### config.mk
export PLATFORM = sky130hd
export DESIGN_NAME = oled_frame_writer
export DESIGN_NICKNAME = d
export VERILOG_FILES = /design/src/rtl/oled_pkg.sv /design/src/rtl/oled_byte_xfer.sv /design/src/rtl/oled_frame_writer.sv
export SDC_FILE = /design/constraint.sdc
export NUM_CORES = 1
export LEC_CHECK = 0
export ABC_AREA = 0
export CAP_MARGIN = 0
export CORE_ASPECT_RATIO = 1.25
export CORE_MARGIN = 2
export CORE_UTILIZATION = 58
export DETAILED_ROUTE_END_ITERATION = 16
export PLACE_DENSITY = 0.84
export SLEW_MARGIN = 20
export SYNTH_ARGS = -nofsm -noshare
export SYNTH_HDL_FRONTEND = slang
export SYNTH_HIERARCHICAL = 1
export SYNTH_SLANG_ARGS = --single-unit
### constraint.sdc
create_clock -name clk -period 4.9 [get_ports clk]
set_clock_uncertainty 0.15 [all_clocks]
set_input_delay 0.98 -clock clk [delete_from_list [all_inputs] [get_ports clk]]
set_output_delay 0.98 -clock clk [all_outputs]
set_load 0.005 [all_outputs]
### src/rtl/oled_pkg.sv
// ----------------------------------------------------------------------------
// oled_pkg
// Shared definitions for the OLED (SSD1306) sequencers: FSM state encodings
// for the frame writer and the byte handshake, and the panel command bytes
// used during initialisation and frame streaming.
// ----------------------------------------------------------------------------
package oled_pkg;

    // Frame writer sequencing states
    typedef enum logic [3:0] {
        StIdle,
        StCmdPage,
        StCmdColL,
        StCmdColH,
        StFetch,
        StFetchWait,
        StData,
        StWaitSpi,
        StDone
    } fw_state_e;

    // Load/done/wait-low byte handshake states
    typedef enum logic [1:0] {
        XferIdle,
        XferLoad,
        XferWaitLow
    } xfer_state_e;

    // Initialisation command bytes
    localparam logic [7:0] CMD_DISPLAY_OFF = 8'hAE;
    localparam logic [7:0] CMD_SET_MUX     = 8'hA8;
    localparam logic [7:0] CMD_CHARGE_PUMP = 8'h8D;
    localparam logic [7:0] CMD_DISPLAY_ON  = 8'hAF;

    // Frame addressing command bytes (page addressing mode)
    localparam logic [7:0] CMD_PAGE_BASE   = 8'hB0;
    localparam logic [7:0] CMD_COL_LO      = 8'h00;
    localparam logic [7:0] CMD_COL_HI      = 8'h10;

    // Page-start command: the SSD1306 page field is 3 bits wide
    function automatic logic [7:0] page_cmd(input logic [2:0] page);
        return CMD_PAGE_BASE | {5'b0, page};
    endfunction

endpackage

### src/rtl/oled_byte_xfer.sv
// ----------------------------------------------------------------------------
// oled_byte_xfer
// One-byte handshake towards spi_controller: on go, latch the byte and raise
// spi_load_data; hold it until spi_done is sampled high, then drop it and wait
// for spi_done to fall again before accepting the next byte.
//
// Ports:
//   clk, rst        clock, synchronous active-high reset
//   go              start a transfer (honoured only while idle)
//   tx_byte         byte to send ("byte" is a reserved word)
//   spi_done        spi_controller.data_sent
//   spi_data        registered byte to spi_controller.data_in
//   spi_load_data   registered load request
//   idle            ready to accept go
//   load_ack        spi_done sampled while loading; load drops this edge
//   xfer_done       spi_done seen low after the ack; handshake finished
// ----------------------------------------------------------------------------
module oled_byte_xfer
    import oled_pkg::*;
(
    input  logic       clk,
    input  logic       rst,
    input  logic       go,
    input  logic [7:0] tx_byte,
    input  logic       spi_done,
    output logic [7:0] spi_data,
    output logic       spi_load_data,
    output logic       idle,
    output logic       load_ack,
    output logic       xfer_done
);

    xfer_state_e state_q;

    always_ff @(posedge clk) begin
        if (rst) begin
            state_q       <= XferIdle;
            spi_data      <= 8'h00;
            spi_load_data <= 1'b0;
        end else begin
            case (state_q)
                XferIdle: begin
                    if (go) begin
                        spi_data      <= tx_byte;
                        spi_load_data <= 1'b1;
                        state_q       <= XferLoad;
                    end
                end
                XferLoad: begin
                    if (spi_done) begin
                        spi_load_data <= 1'b0;
                        state_q       <= XferWaitLow;
                    end
                end
                XferWaitLow: begin
                    if (!spi_done) begin
                        state_q <= XferIdle;
                    end
                end
                default: state_q <= XferIdle;
            endcase
        end
    end

    assign idle      = (state_q == XferIdle);
    assign load_ack  = (state_q == XferLoad) && spi_done;
    assign xfer_done = (state_q == XferWaitLow) && !spi_done;

endmodule

### src/rtl/oled_frame_writer.sv
// ----------------------------------------------------------------------------
// oled_frame_writer
// After panel initialisation, pushes one full frame from a byte-wide frame
// buffer to an SSD1306 through spi_controller. For each page it sends the
// page/column address commands (DC low) and then COLS data bytes (DC high).
//
// Ports:
//   clk, rst        clock, synchronous active-high reset
//   init_done       panel init complete; start ignored while low
//   start           one-cycle frame request (ignored unless idle)
//   busy            high from accepted start until frame_done
//   frame_done      one-cycle pulse after the last data byte completes
//   mem_addr        registered frame-buffer read address
//   mem_rdata       frame-buffer data, valid the cycle after mem_addr
//   spi_data        byte to spi_controller.data_in
//   spi_load_data   spi_controller.load_data
//   spi_done        spi_controller.data_sent
//   oled_dc_n       0 = command, 1 = data
//   refresh_en      only with OLED_FW_REFRESH_EN: restart the next frame
//                   straight from DONE while high
//
// Build option: define OLED_FW_REFRESH_EN to add refresh_en and continuous
// back-to-back frames.
// ----------------------------------------------------------------------------
module oled_frame_writer
    import oled_pkg::*;
#(
    parameter int unsigned PAGES = 4,
    parameter int unsigned COLS  = 128,
    parameter int unsigned AW    = $clog2(PAGES * COLS)
) (
    input  logic          clk,
    input  logic          rst,
    input  logic          init_done,
    input  logic          start,
`ifdef OLED_FW_REFRESH_EN
    input  logic          refresh_en,
`endif
    output logic          busy,
    output logic          frame_done,
    output logic [AW-1:0] mem_addr,
    input  logic [7:0]    mem_rdata,
    output logic [7:0]    spi_data,
    output logic          spi_load_data,
    input  logic          spi_done,
    output logic          oled_dc_n
);

    localparam int unsigned PW = (PAGES > 1) ? $clog2(PAGES) : 1;
    localparam int unsigned CW = (COLS > 1) ? $clog2(COLS) : 1;
    localparam logic [PW-1:0] PAGE_LAST = PW'(PAGES - 1);
    localparam logic [CW-1:0] COL_LAST  = CW'(COLS - 1);

    fw_state_e     state_q;
    fw_state_e     sender_q;   // send state to resume from after WAIT_SPI
    logic [PW-1:0] page_q;
    logic [CW-1:0] col_q;
    logic [7:0]    data_q;

    logic       xfer_go;
    logic [7:0] xfer_byte;
    logic       xfer_idle;
    logic       xfer_ack;
    logic       xfer_done;
    logic       refresh_req;

`ifdef OLED_FW_REFRESH_EN
    assign refresh_req = refresh_en;
`else
    assign refresh_req = 1'b0;
`endif

    // Each send state launches its byte once, on entry, while the handshake
    // is idle; afterwards it just waits for the acknowledge.
    always_comb begin
        xfer_go   = 1'b0;
        xfer_byte = 8'h00;
        case (state_q)
            StCmdPage: begin
                xfer_go   = xfer_idle;
                xfer_byte = page_cmd(3'(page_q));
            end
            StCmdColL: begin
                xfer_go   = xfer_idle;
                xfer_byte = CMD_COL_LO;
            end
            StCmdColH: begin
                xfer_go   = xfer_idle;
                xfer_byte = CMD_COL_HI;
            end
            StData: begin
                xfer_go   = xfer_idle;
                xfer_byte = data_q;
            end
            default: ;
        endcase
    end

    oled_byte_xfer u_byte_xfer (
        .clk           (clk),
        .rst           (rst),
        .go            (xfer_go),
        .tx_byte       (xfer_byte),
        .spi_done      (spi_done),
        .spi_data      (spi_data),
        .spi_load_data (spi_load_data),
        .idle          (xfer_idle),
        .load_ack      (xfer_ack),
        .xfer_done     (xfer_done)
    );

    always_ff @(posedge clk) begin
        if (rst) begin
            state_q    <= StIdle;
            sender_q   <= StIdle;
            page_q     <= '0;
            col_q      <= '0;
            data_q     <= 8'h00;
            busy       <= 1'b0;
            frame_done <= 1'b0;
            mem_addr   <= '0;
            oled_dc_n  <= 1'b0;
        end else begin
            frame_done <= 1'b0;
            case (state_q)
                StIdle: begin
                    if (start && init_done) begin
                        busy      <= 1'b1;
                        page_q    <= '0;
                        col_q     <= '0;
                        oled_dc_n <= 1'b0;
                        state_q   <= StCmdPage;
                    end
                end

                StCmdPage, StCmdColL, StCmdColH, StData: begin
                    if (xfer_ack) begin
                        sender_q <= state_q;
                        state_q  <= StWaitSpi;
                    end
                end

                StFetch: begin
                    mem_addr <= AW'(32'(page_q) * COLS + 32'(col_q));
                    state_q  <= StFetchWait;
                end

                StFetchWait: begin
                    data_q  <= mem_rdata;
                    state_q <= StData;
                end

                // DC only changes here, on exit, when load and done are both low
                StWaitSpi: begin
                    if (xfer_done) begin
                        case (sender_q)
                            StCmdPage: state_q <= StCmdColL;
                            StCmdColL: state_q <= StCmdColH;
                            StCmdColH: begin
                                oled_dc_n <= 1'b1;
                                state_q   <= StFetch;
                            end
                            default: begin
                                if (col_q == COL_LAST) begin
                                    col_q <= '0;
                                    if (page_q == PAGE_LAST) begin
                                        state_q <= StDone;
                                    end else begin
                                        page_q    <= page_q + 1'b1;
                                        oled_dc_n <= 1'b0;
                                        state_q   <= StCmdPage;
                                    end
                                end else begin
                                    col_q   <= col_q + 1'b1;
                                    state_q <= StFetch;
                                end
                            end
                        endcase
                    end
                end

                StDone: begin
                    frame_done <= 1'b1;
                    oled_dc_n  <= 1'b0;
                    page_q     <= '0;
                    col_q      <= '0;
                    if (refresh_req) begin
                        state_q <= StCmdPage;
                    end else begin
                        busy    <= 1'b0;
                        state_q <= StIdle;
                    end
                end

                default: state_q <= StIdle;
            endcase
        end
    end

endmodule

==> results of run 1 <==
[synth_stat cells, types with 4 or more instances]
library cell	n	area (sq um)
o21ai_0	5	25.0
a21oi_1	32	160
nand3_1	9	45.0
nor2_1	23	86.3
a31oi_1	4	25.0
nand2_1	50	188
and3_1	7	43.8
inv_1	5	18.8
buf_6	4	45.0
nor3_1	4	20.0
buf_2	5	25.0
clkbuf_1	9	33.8
o2111ai_1	4	35.0
mux2i_1	9	90.1
dfxtp_1	48	961
[registers in the layout, summed over array words and instances (netlist names)]
register	cells
oled_dc_n	1
page_q	2
u_byte_xfer/spi_data	8
u_byte_xfer/state_q	2
u_byte_xfer/spi_load_data	1
busy	1
frame_done	1
mem_addr	9
data_q	8
state_q	4
col_q	7
sender_q	4
[path summary, 6_finish.rpt]
| path | startpoint | end | slack (ps) | depth (start not counted) |
|---|---|---|---|---|
| worst min register to register | mem_addr[6] | mem_addr[6] | 300 | 2 |
| worst max register to register | state_q[2] | data_q[4] | 2500 | 4 |
| worst max-delay path | spi_done | state_q[2] | 1920 | 6 |
| worst min-delay path | mem_addr[6] | mem_addr[6] | 300 | 2 |
[logic make-up after synthesis]
group,after synthesis
muxes,9
DFF,48
AOI/OAI and AO/OA,70
xor gates and xnor gates,3
adders and majority gates,2
and+or+nand+nor,119
buffers and inverters,27
[worst max-delay path, cell delays in order]
cell and delay (ps):
clkdlybuf4s50_1 440, nor3b_1 810, inv_1 180, a22oi_4 260, nand2_1 130, o41ai_1 230
[routing by layer]
layer | up-vias | global-route usage [%] | wire length, microns
met1 | 956 | 29.5 | 2070
li1 | 1022 | - | -
met5 | - | 0 | 0
met2 | 67 | 43.8 | 2770
met4 | 0 | 11.6 | 78
met3 | 7 | 6.36 | 247
[final cells by class]
| class | instances | area, sq um | share of cell area, % |
|---|---|---|---|
| Sequential cell | 48 | 961 | 35.5 |
| Tap cell | 54 | 67.6 | 2.49 |
| Clock buffer | 6 | 82.6 | 3.05 |
| Inverter | 5 | 18.8 | 0.693 |
| Timing Repair Buffer | 34 | 333 | 12.3 |
| Multi-Input combinational cell | 203 | 1240 | 45.7 |
| Clock inverter | 2 | 10.0 | 0.369 |
[per-stage QoR]
| stage | cells | hold WS, ps | utilization [%] | power (mW) | instance area (sq um) |
|---|---|---|---|---|---|
| finish | 352 | 305 | 70.4 | 1.06 | 2710 |
| floorplan | 278 | 302 | - | 0.759 | 2350 |
| global placement | 344 | 291 | 68.2 | 0.808 | 2620 |
| CTS | 352 | 308 | 70.6 | 1.06 | 2720 |
| global route | 352 | 322 | 70.4 | 1.12 | 2710 |
| detailed placement | 344 | 296 | 68.2 | 0.818 | 2620 |
[power by group]
part | leakage [nW] | internal (mW) | switching (mW)
Combinational | 0.474 | 0.137 | 0.187
Sequential | 0.388 | 0.424 | 0.0664
Clock | 0.0510 | 0.113 | 0.131
Total | 0.913 | 0.673 | 0.384
==> results.md, run 1 <==
- Status: finished, final reports clean
- Slew @ Worst Pin: 1110 ps
- Min cycle time layout: between 2000 and 3000 ps
- Core footprint: around 3800 sq um
- Avg Vias per Cell: around 5.8
- Routed len/inst: between 10 and 15 microns
- Area grow syn2layout: 15.3%
- Htree depth: 2
- Final Hold Vio Count: 0
- Critical path required time: 4960 ps
- Initial core utilization: between 60% and 70%
- DPL Wire Length: 3.69 mm
- CP endpoint kind: register
- GPL Wtd Cong: between 0.9 and 1
- Vias: between 2,000 and 2,500
- Number of setup buffers added after CTS: 0
- Global-route wire length before repair: a little under 9 mm
- RSZ-0062 raised after global routing: no
- Final setup fails: 0
- Ys async rst share: 0%
- Clk_lat worst skew: between 300 and 400 ps
- Core Rows: 25
- Worst vdd ir: around 260 uV
- Layout cells sized above 1: ~6.7%
- Nets: about 310
- # port buffers: 33
- Leading cell type in the layout, fill and taps excluded: nand2_1
- LEAKAGE: around 0.91 nW
- CTS sink count: between 40 and 50
- Power Dens Cells: about 390 nW/um^2
- Clock Path Buffers: 2
- Worst hold path type: register to register
- Number of synthesized flops with an enable pin: 0
- Area share of and/or/nand/nor cells after synthesis: between 20% and 30%
- Slew Viols, Final: 0
- Initial antenna violation count: 0
- Largest family of logic cells by synthesized area: simple AND/OR/NAND/NOR gates
- Register bit total from synthesis: 48
- Die Width: around 60 microns
- Worst Path Arrival: just over 3000 ps
- Crit Path Max Fanout: 8
- Final worst-path cycle share: roughly three fifths
- CTS tree: done
- Vias in the first global route: just under 2,000
- CTS root buf: clkbuf_8
- GRT Residual Overflow: 0
- Residual DRC count: 0
- Detailed Route WL: about 5.2 mm
- Cell Area, Synth: ~2400 sq um
- Die area: approximately 4600 sq um
- DRT Pass-1 Iters: 5
- Setup ws final: about 1900 ps
- Synth cell types: between 50 and 60
- # diodes: 0
- Xor/xnor cell area share of the yosys netlist: about 1.1%
- Post-synthesis mux area share: around 3.8%
- Adder and majority cell fraction of the synthesized area: around 1.1%
- Avg Synthesized Cell Area: between 8 and 9 sq um
- Total CTS buffers: 5
- First DRT Iteration DRCs: roughly 110
- Most frequent cells in the layout: 50 x nand2_1, 48 x dfxtp_1, 32 x a21oi_1, 32 x clkdlybuf4s50_1, 23 x nor2_1
- Prevailing post-synth register cell: dfxtp_1
- Compound-gate portion of the synthesized area: 20.8%
- Fillcell total: about 330
- Pre-CTS setup slack: 1620 ps
- Final ANT Viol Nets: 0
- Pin count of the biggest net entering global routing: 33
- Critical path launch point type: primary input
- Die Y: ~75 microns
- Sum Neg Setup Slack: 0 ps
- Synth Instances: about 280
- Post-CTS Resized: 0
- Total GRT Usage: about 26%
- Syn_nets: roughly 290
- Maxcap violations: 0
- Rel. slew slack: approximately a quarter
- Post-synthesis sequential area ratio: around two fifths
- CTS Hold Bufs: 0
- WS Path Type: primary input to register
- Clock transition at path regs: about 80 ps
- IO Pins: 34
- Ys Warns: 6
- Fmax: ~0.34 GHz
(Power assumes the default switching activity.)
==> run 2, diff against run 1 <==
--- a/config.mk
+++ b/config.mk
@@ -9,9 +9,9 @@
 export CAP_MARGIN = 0
 export CORE_ASPECT_RATIO = 1.25
 export CORE_MARGIN = 2
-export CORE_UTILIZATION = 58
+export CORE_UTILIZATION = 54
 export DETAILED_ROUTE_END_ITERATION = 16
-export PLACE_DENSITY = 0.84
+export PLACE_DENSITY = 0.79
 export SLEW_MARGIN = 20
 export SYNTH_ARGS = -nofsm -noshare
 export SYNTH_HDL_FRONTEND = slang
==> constraint.sdc (replaced) <==
create_clock -name clk -period 3.1 [get_ports clk]
set_clock_uncertainty 0.15 [all_clocks]
set_input_delay 0.62 -clock clk [delete_from_list [all_inputs] [get_ports clk]]
set_output_delay 0.62 -clock clk [all_outputs]
set_load 0.005 [all_outputs]
==> run 2 against run 1 <==
Net effect:
- hold slack better by 4.5 ps
- count of clock-buffer cells in the layout is 1 lower
- global-route usage down 3.1 points
- register-to-register slack lost 1600 ps
- sequential cell count unchanged
- worst setup slack lost 1000 ps
- critical path type is now register to register
- cell area grew 3.3%
- final cell count rose by 2.0%
==> results.md, run 2 (synthesis results as in run 1) <==
- Number of setup buffers added after CTS: 0 (unchanged)
- Post-CTS Resized: 0 (unchanged)
- Final worst-path cycle share: slightly above 70%
- Crit Path Max Fanout: 14 (was 8)
- Detailed Route WL: 5.10 mm (was 5.17 mm)
- # port buffers: 33 (unchanged)
- Sum Neg Setup Slack: 0 ps (unchanged)
- Total CTS buffers: 5 (unchanged)
- # diodes: 0 (unchanged)
- Final ANT Viol Nets: 0 (unchanged)
- Initial core utilization: 56.9% (was 61.1%)
- Worst hold path type: register to register (unchanged)
- Critical path launch point type: register (was primary input)
- GPL Wtd Cong: 0.893 (was 0.954)
- Die Y: 77.8 microns (was 75.2 microns)
- Min Hold Slack: 309 ps (was 305 ps)
- Reg2Reg Depth: 4 (unchanged)
- Critical Path, Cell by Cell: and4b_1 -> o211a_4 -> a41oi_2 -> a2111oi_2 (was clkdlybuf4s50_1 -> nor3b_1 -> inv_1 -> a22oi_4 -> nand2_1 -> o41ai_1)
- Hold_sp: mem_addr[2] (was mem_addr[6])
- Post-Place Cells: 351 (was 344)
- Routed len/inst: 14.2 microns (was 14.7 microns)
- Clock transition at path regs: 100 ps (was 80 ps)
- Pre-CTS setup slack: 684 ps (was 1620 ps)
- Vias: 2,086 (was 2,052)
- Overall power: 1.83 mW (was 1.06 mW)
- Min cycle time layout: roughly 2200 ps
- Slew Viols, Final: 0 (unchanged)
- Top delay family on crit path: compound AO/OA/AOI/OAI gates (was simple AND/OR/NAND/NOR gates)
- Htree depth: 2 (unchanged)
- Rel. slew slack: 49.6% (was 26.0%)
- Most frequent cells in the layout: 50 x nand2_1, 48 x dfxtp_1, 33 x clkdlybuf4s50_1, 32 x a21oi_1, 23 x nor2_1 (was 50 x nand2_1, 48 x dfxtp_1, 32 x a21oi_1, 32 x clkdlybuf4s50_1, 23 x nor2_1)
- Top reg by flops: mem_addr (unchanged)
- Vias in the first global route: 1,955 (was 1,922)
- Crit Reg-Reg Startpoint: state_q[1] (was state_q[2])
- RSZ-0062 raised after global routing: no (unchanged)
- CTS root buf: clkbuf_8 (unchanged)
- Setup ws final: 876 ps (was 1920 ps)
- Layout cells sized above 1: 7.92% (was 6.71%)
- Worst path depth: 4 (was 6)
- Avg Vias per Cell: 5.81 (was 5.83)
- Die area: 4900 sq um (was 4580 sq um)
- IO Pins: 34 (unchanged)
- Worst path max stage delay: 630 ps (was 810 ps)
- Initial antenna violation count: 0 (unchanged)
- LEAKAGE: 0.957 nW (was 0.913 nW)
- DRT Pass-1 Iters: 4 (was 5)
- First DRT Iteration DRCs: 136 (was 112)
- Leading cell type in the layout, fill and taps excluded: nand2_1 (unchanged)
- Total GRT Usage: 22.4% (was 25.5%)
- Die Width: 63.0 microns (was 60.9 microns)
- Status: finished, final reports clean (unchanged)
- DPL Wire Length: 3.65 mm (was 3.69 mm)
- CTS Hold Bufs: 0 (unchanged)
- Area grow syn2layout: 19.1% (was 15.3%)
- Reg-to-Reg End: col_q[5] (was data_q[4])
- Clock Path Buffers: 2 (unchanged)
- Slew @ Worst Pin: 753 ps (was 1110 ps)
- Largest register FFs: 9 (unchanged)
- Maxcap violations: 0 (unchanged)
- Highest-delay cell along the critical path: and4b_1 (was nor3b_1)
- CP endpoint kind: register (unchanged)
- Clk_lat worst skew: 310 ps (about the same)
- Hold path depth: 2 (unchanged)
- CTS tree: done (unchanged)
- Hold EP: mem_addr[2] (was mem_addr[6])
- Largest regs: mem_addr x9, data_q x8, u_byte_xfer/spi_data x8 (unchanged)
- Nets: 317 (was 312)
- Reg2reg setup slack: 880 ps (was 2500 ps)
- Fmax: around 0.45 GHz
- Worst vdd ir: 485 uV (was 261 uV)
- Core Rows: 26 (was 25)
- WS Path Type: register to register (was primary input to register)
- Residual DRC count: 0 (unchanged)
- Non-filler cells, final: 359 (was 352)
- Pin count of the biggest net entering global routing: 23 (was 33)
- Final Hold Vio Count: 0 (unchanged)
- Worst Path Arrival: 2290 ps (was 3040 ps)
- Critical path required time: 3160 ps (was 4960 ps)
- Global-route wire length before repair: 8.83 mm (was 8.69 mm)
- Power Dens Cells: 654 nW/um^2 (was 390 nW/um^2)
- Fillcell total: 351 (was 325)
- GRT Residual Overflow: 0 (unchanged)
- CTS sink count: 48 (unchanged)
- Final setup fails: 0 (unchanged)
- Core footprint: 4130 sq um (was 3850 sq um)
- CP bufs+invs: 0 (was 2)
run 2: cell types whose count changed in the layout (fill, tap and decap cells not counted), sizes merged:
cell,previous run,this run
clkdlybuf4s50,32,33
inv,5,6
buf,2,6
clkbuf,6,5
bufinv,0,2
clkinv,2,0
run 2: area by class of cell:
cell class,count,area (sq um),share of cell area [%]
flip-flops and latches,48,961,34.3
multi-input cells,203,1240,44.2
inverters,5,18.8,0.670
clock inverters,3,68.8,2.46
repair buffers,39,375,13.4
well taps,56,70.1,2.50
clock buffers,5,68.8,2.46
run 2: worst min-delay path, stage by stage (launching register included):
cell	delay, ps
dfxtp_1	320
nand2_1	50
a21oi_1	50
run 2: worst max-delay path by stage:
stage	to	slack (ps)	start
2_1_floorplan	col_q[5]	1270	spi_done
3_3_place_gp	col_q[5]	760	spi_done
3_5_place_dp	state_q[2]	680	spi_done
4_1_cts	col_q[5]	890	state_q[1]
5_1_grt	col_q[5]	710	state_q[1]
6_report	col_q[5]	880	state_q[1]
run 2: stage by stage:
stage | instance area (sq um) | utilization (%)
3_3_place_gp | 2660 | 64.4
2_1_floorplan | 2350 | -
3_5_place_dp | 2660 | 64.4
5_1_grt | 2800 | 67.8
4_1_cts | 2800 | 67.8
6_report | 2800 | 67.8
run 2: where the power goes:
group	leakage, nW	internal [mW]	total, mW	switching [mW]
clock network	0.0687	0.325	0.542	0.218
registers	0.388	0.670	0.763	0.0935
logic	0.501	0.226	0.525	0.299
total	0.957	1.22	1.83	0.610
run 2: routing by layer:
layer	part of all wire, %	up-vias	global-route usage, %
li1	-	1037	-
met1	44	980	27.0
met2	49	52	37.7
met3	3.8	17	4.49
met4	3.2	0	11.1
met5	0	-	0
==> run 3, diff against run 2 <==
--- a/config.mk
+++ b/config.mk
@@ -9,9 +9,9 @@
 export CAP_MARGIN = 0
 export CORE_ASPECT_RATIO = 1.25
 export CORE_MARGIN = 2
-export CORE_UTILIZATION = 54
+export CORE_UTILIZATION = 49
 export DETAILED_ROUTE_END_ITERATION = 16
-export PLACE_DENSITY = 0.79
+export PLACE_DENSITY = 0.76
 export SLEW_MARGIN = 20
 export SYNTH_ARGS = -nofsm -noshare
 export SYNTH_HDL_FRONTEND = slang
==> constraint.sdc (replaced) <==
create_clock -name clk -period 1.8 [get_ports clk]
set_clock_uncertainty 0.15 [all_clocks]
set_input_delay 0.36 -clock clk [delete_from_list [all_inputs] [get_ports clk]]
set_output_delay 0.36 -clock clk [all_outputs]
set_load 0.005 [all_outputs]
==> run 3 against run 2 <==
Net effect:
- clock power rose by 47%
- register-to-register slack lost 790 ps
- global-route usage down 0.59 points
- wire length is 8.2% higher
- sequential share of layout area down 2.5 points
==> results.md, run 3 (synthesis results as in run 1) <==
- Worst Path Arrival: 1800 ps (was 2290 ps)
- Power Dens Cells: 1070 nW/um^2 (was 654 nW/um^2)
- Die area: 5370 sq um (was 4900 sq um)
- Slew Viols, Final: 0 (unchanged)
- Fmax: 0.583 GHz (was 0.450 GHz)
- Fillcell total: 408 (was 351)
- Clk_lat worst skew: 310 ps (about the same)
- Rel. slew slack: 73.0% (was 49.6%)
- Design area: 3030 sq um (was 2800 sq um)
- Clock Path Buffers: 2 (unchanged)
- Detailed Route WL: 5.52 mm (was 5.10 mm)
- GRT Residual Overflow: 0 (unchanged)
- Worst hold path type: primary input to register (was register to register)
- CP endpoint kind: register (unchanged)
- Overall power: 3.23 mW (was 1.83 mW)
- Final Hold Vio Count: 0 (unchanged)
- Pre-CTS setup slack: -353 ps (was 684 ps)
- Critical path required time: 1890 ps (was 3160 ps)
- Leading cell type in the layout, fill and taps excluded: nand2_1 (unchanged)
- CTS sink count: 48 (unchanged)
- GPL Wtd Cong: 0.918 (was 0.893)
- DPL Wire Length: 4.05 mm (was 3.65 mm)
- Global-route wire length before repair: 9.16 mm (was 8.83 mm)
- Sum Neg Setup Slack: 0 ps (unchanged)
- CTS root buf: clkbuf_8 (unchanged)
- Post-Place Cells: 383 (was 351)
- Vias in the first global route: 2,087 (was 1,955)
- Critical Path, Cell by Cell: buf_4 -> nor3_4 -> and2_0 -> o2111ai_1 -> a31oi_1 (was and4b_1 -> o211a_4 -> a41oi_2 -> a2111oi_2)
- First DRT Iteration DRCs: 163 (was 136)
- Avg Vias per Cell: 5.57 (was 5.81)
- CTS tree: done (unchanged)
- Pin count of the biggest net entering global routing: 22 (was 23)
- Worst vdd ir: 932 uV (was 485 uV)
- Setup ws final: 84.0 ps (was 876 ps)
- Min cycle time layout: 1720 ps (was 2220 ps)
- Largest register FFs: 9 (unchanged)
- Placed Area: 2890 sq um (was 2660 sq um)
- Vias: 2,182 (was 2,086)
- Core footprint: 4690 sq um (was 4130 sq um)
- Top reg by flops: mem_addr (unchanged)
- IO Pins: 34 (unchanged)
- Layout cells sized above 1: 17.5% (was 7.92%)
- Highest-delay cell along the critical path: dfxtp_1 (was and4b_1)
- Nets: 346 (was 317)
- Critical path launch point type: register (unchanged)
- # diodes: 0 (unchanged)
- Total GRT Usage: 21.8% (was 22.4%)
- RSZ-0062 raised after global routing: yes (was no)
- Most frequent cells in the layout: 50 x nand2_1, 46 x dfxtp_1, 34 x buf_4, 32 x a21oi_1, 32 x clkdlybuf4s50_1 (was 50 x nand2_1, 48 x dfxtp_1, 33 x clkdlybuf4s50_1, 32 x a21oi_1, 23 x nor2_1)
- Hold_sp: spi_done (was mem_addr[2])
- Crit Reg-Reg Startpoint: state_q[0] (was state_q[1])
- Slew @ Worst Pin: 404 ps (was 753 ps)
- DRT Pass-1 Iters: 4 (unchanged)
- Reg2reg setup slack: 80 ps (was 880 ps)
- Reg area: 963 sq um (was 961 sq um)
- Maxcap violations: 0 (unchanged)
- Area of the multi-input gates: 1250 sq um (was 1240 sq um)
- Non-filler cells, final: 392 (was 359)
- Final ANT Viol Nets: 0 (unchanged)
- Clock transition at path regs: 90 ps (was 100 ps)
- Min Hold Slack: 209 ps (was 309 ps)
- Final setup fails: 0 (unchanged)
- Die Y: 81.4 microns (was 77.8 microns)
- # port buffers: 33 (unchanged)
- Largest regs: mem_addr x9, data_q x8, u_byte_xfer/spi_data x8 (unchanged)
- Initial antenna violation count: 0 (unchanged)
- Total CTS buffers: 5 (unchanged)
- Final worst-path cycle share: 95.3% (was 71.7%)
- Routed len/inst: 14.1 microns (was 14.2 microns)
- CTS Hold Bufs: 0 (unchanged)
- Worst path max stage delay: 360 ps (was 630 ps)
- WS Path Type: register to register (unchanged)
- Residual DRC count: 0 (unchanged)
- Initial core utilization: 50.1% (was 56.9%)
- Area grow syn2layout: 28.8% (was 19.1%)
- LEAKAGE: 1.11 nW (was 0.957 nW)
- Fin util: 64.5% (was 67.8%)
- Status: finished, final reports clean (unchanged)
- CP Launch Point: state_q[0] (was state_q[1])
- Htree depth: 2 (unchanged)
- Crit Path Max Fanout: 14 (unchanged)
- Die Width: 66.0 microns (was 63.0 microns)
- Core Rows: 28 (was 26)
[run 3: cell types whose count changed in the layout (fill, tap and decap cells not counted), sizes merged]
cell | before | now
bufinv | 2 | 1
clkdlybuf4s50 | 33 | 32
dlymetal6s2s | 0 | 1
clkinvlp | 0 | 1
buf | 6 | 35
[run 3: worst max-delay path: cells and delay by family (launching register included)]
family / cells / cell delay [ps]
DFF: 1 / 360
and+or+nand+nor: 2 / 540
buffers and inverters: 1 / 200
AOI/OAI and AO/OA: 2 / 390
[run 3: cell type report]
| cell class | count | share of cell area, % |
|---|---|---|
| Clock buffer | 5 | 2.27 |
| Multi-Input combinational cell | 203 | 41.2 |
| Sequential cell | 48 | 31.8 |
| Timing Repair Buffer | 68 | 20.1 |
| Tap cell | 60 | 2.48 |
| Inverter | 5 | 0.620 |
| Clock inverter | 3 | 1.53 |
[run 3: worst paths after layout]
check / to / cells past startpoint
max: page_q[1] / 5
min: u_byte_xfer/state_q[0] / 2
max reg2reg: page_q[1] / 5
min reg2reg: mem_addr[1] / 2
[run 3: routing by layer]
layer,vias up,routed length (microns),GRT usage [%]
li1,1098,-,-
met1,1016,2350,24.4
met2,55,2830,39.3
met3,13,204,4.38
met4,0,130,10.6
met5,-,0,0
[run 3: where the power goes]
| group | internal, mW | switching (mW) | leakage, nW | total [mW] |
|---|---|---|---|---|
| combinational | 0.560 | 0.637 | 0.667 | 1.20 |
| sequential | 1.15 | 0.0806 | 0.389 | 1.24 |
| clock | 0.419 | 0.379 | 0.0548 | 0.798 |
[run 3: what timing repair did]
| action | 4_1_cts | 5_1_grt |
|---|---|---|
| endpoints found under the setup margin | 1 | 7 |
| pin swaps | 0 | 1 |
| setup buffers | 0 | 1 |
| resized for setup | 1 | 5 |
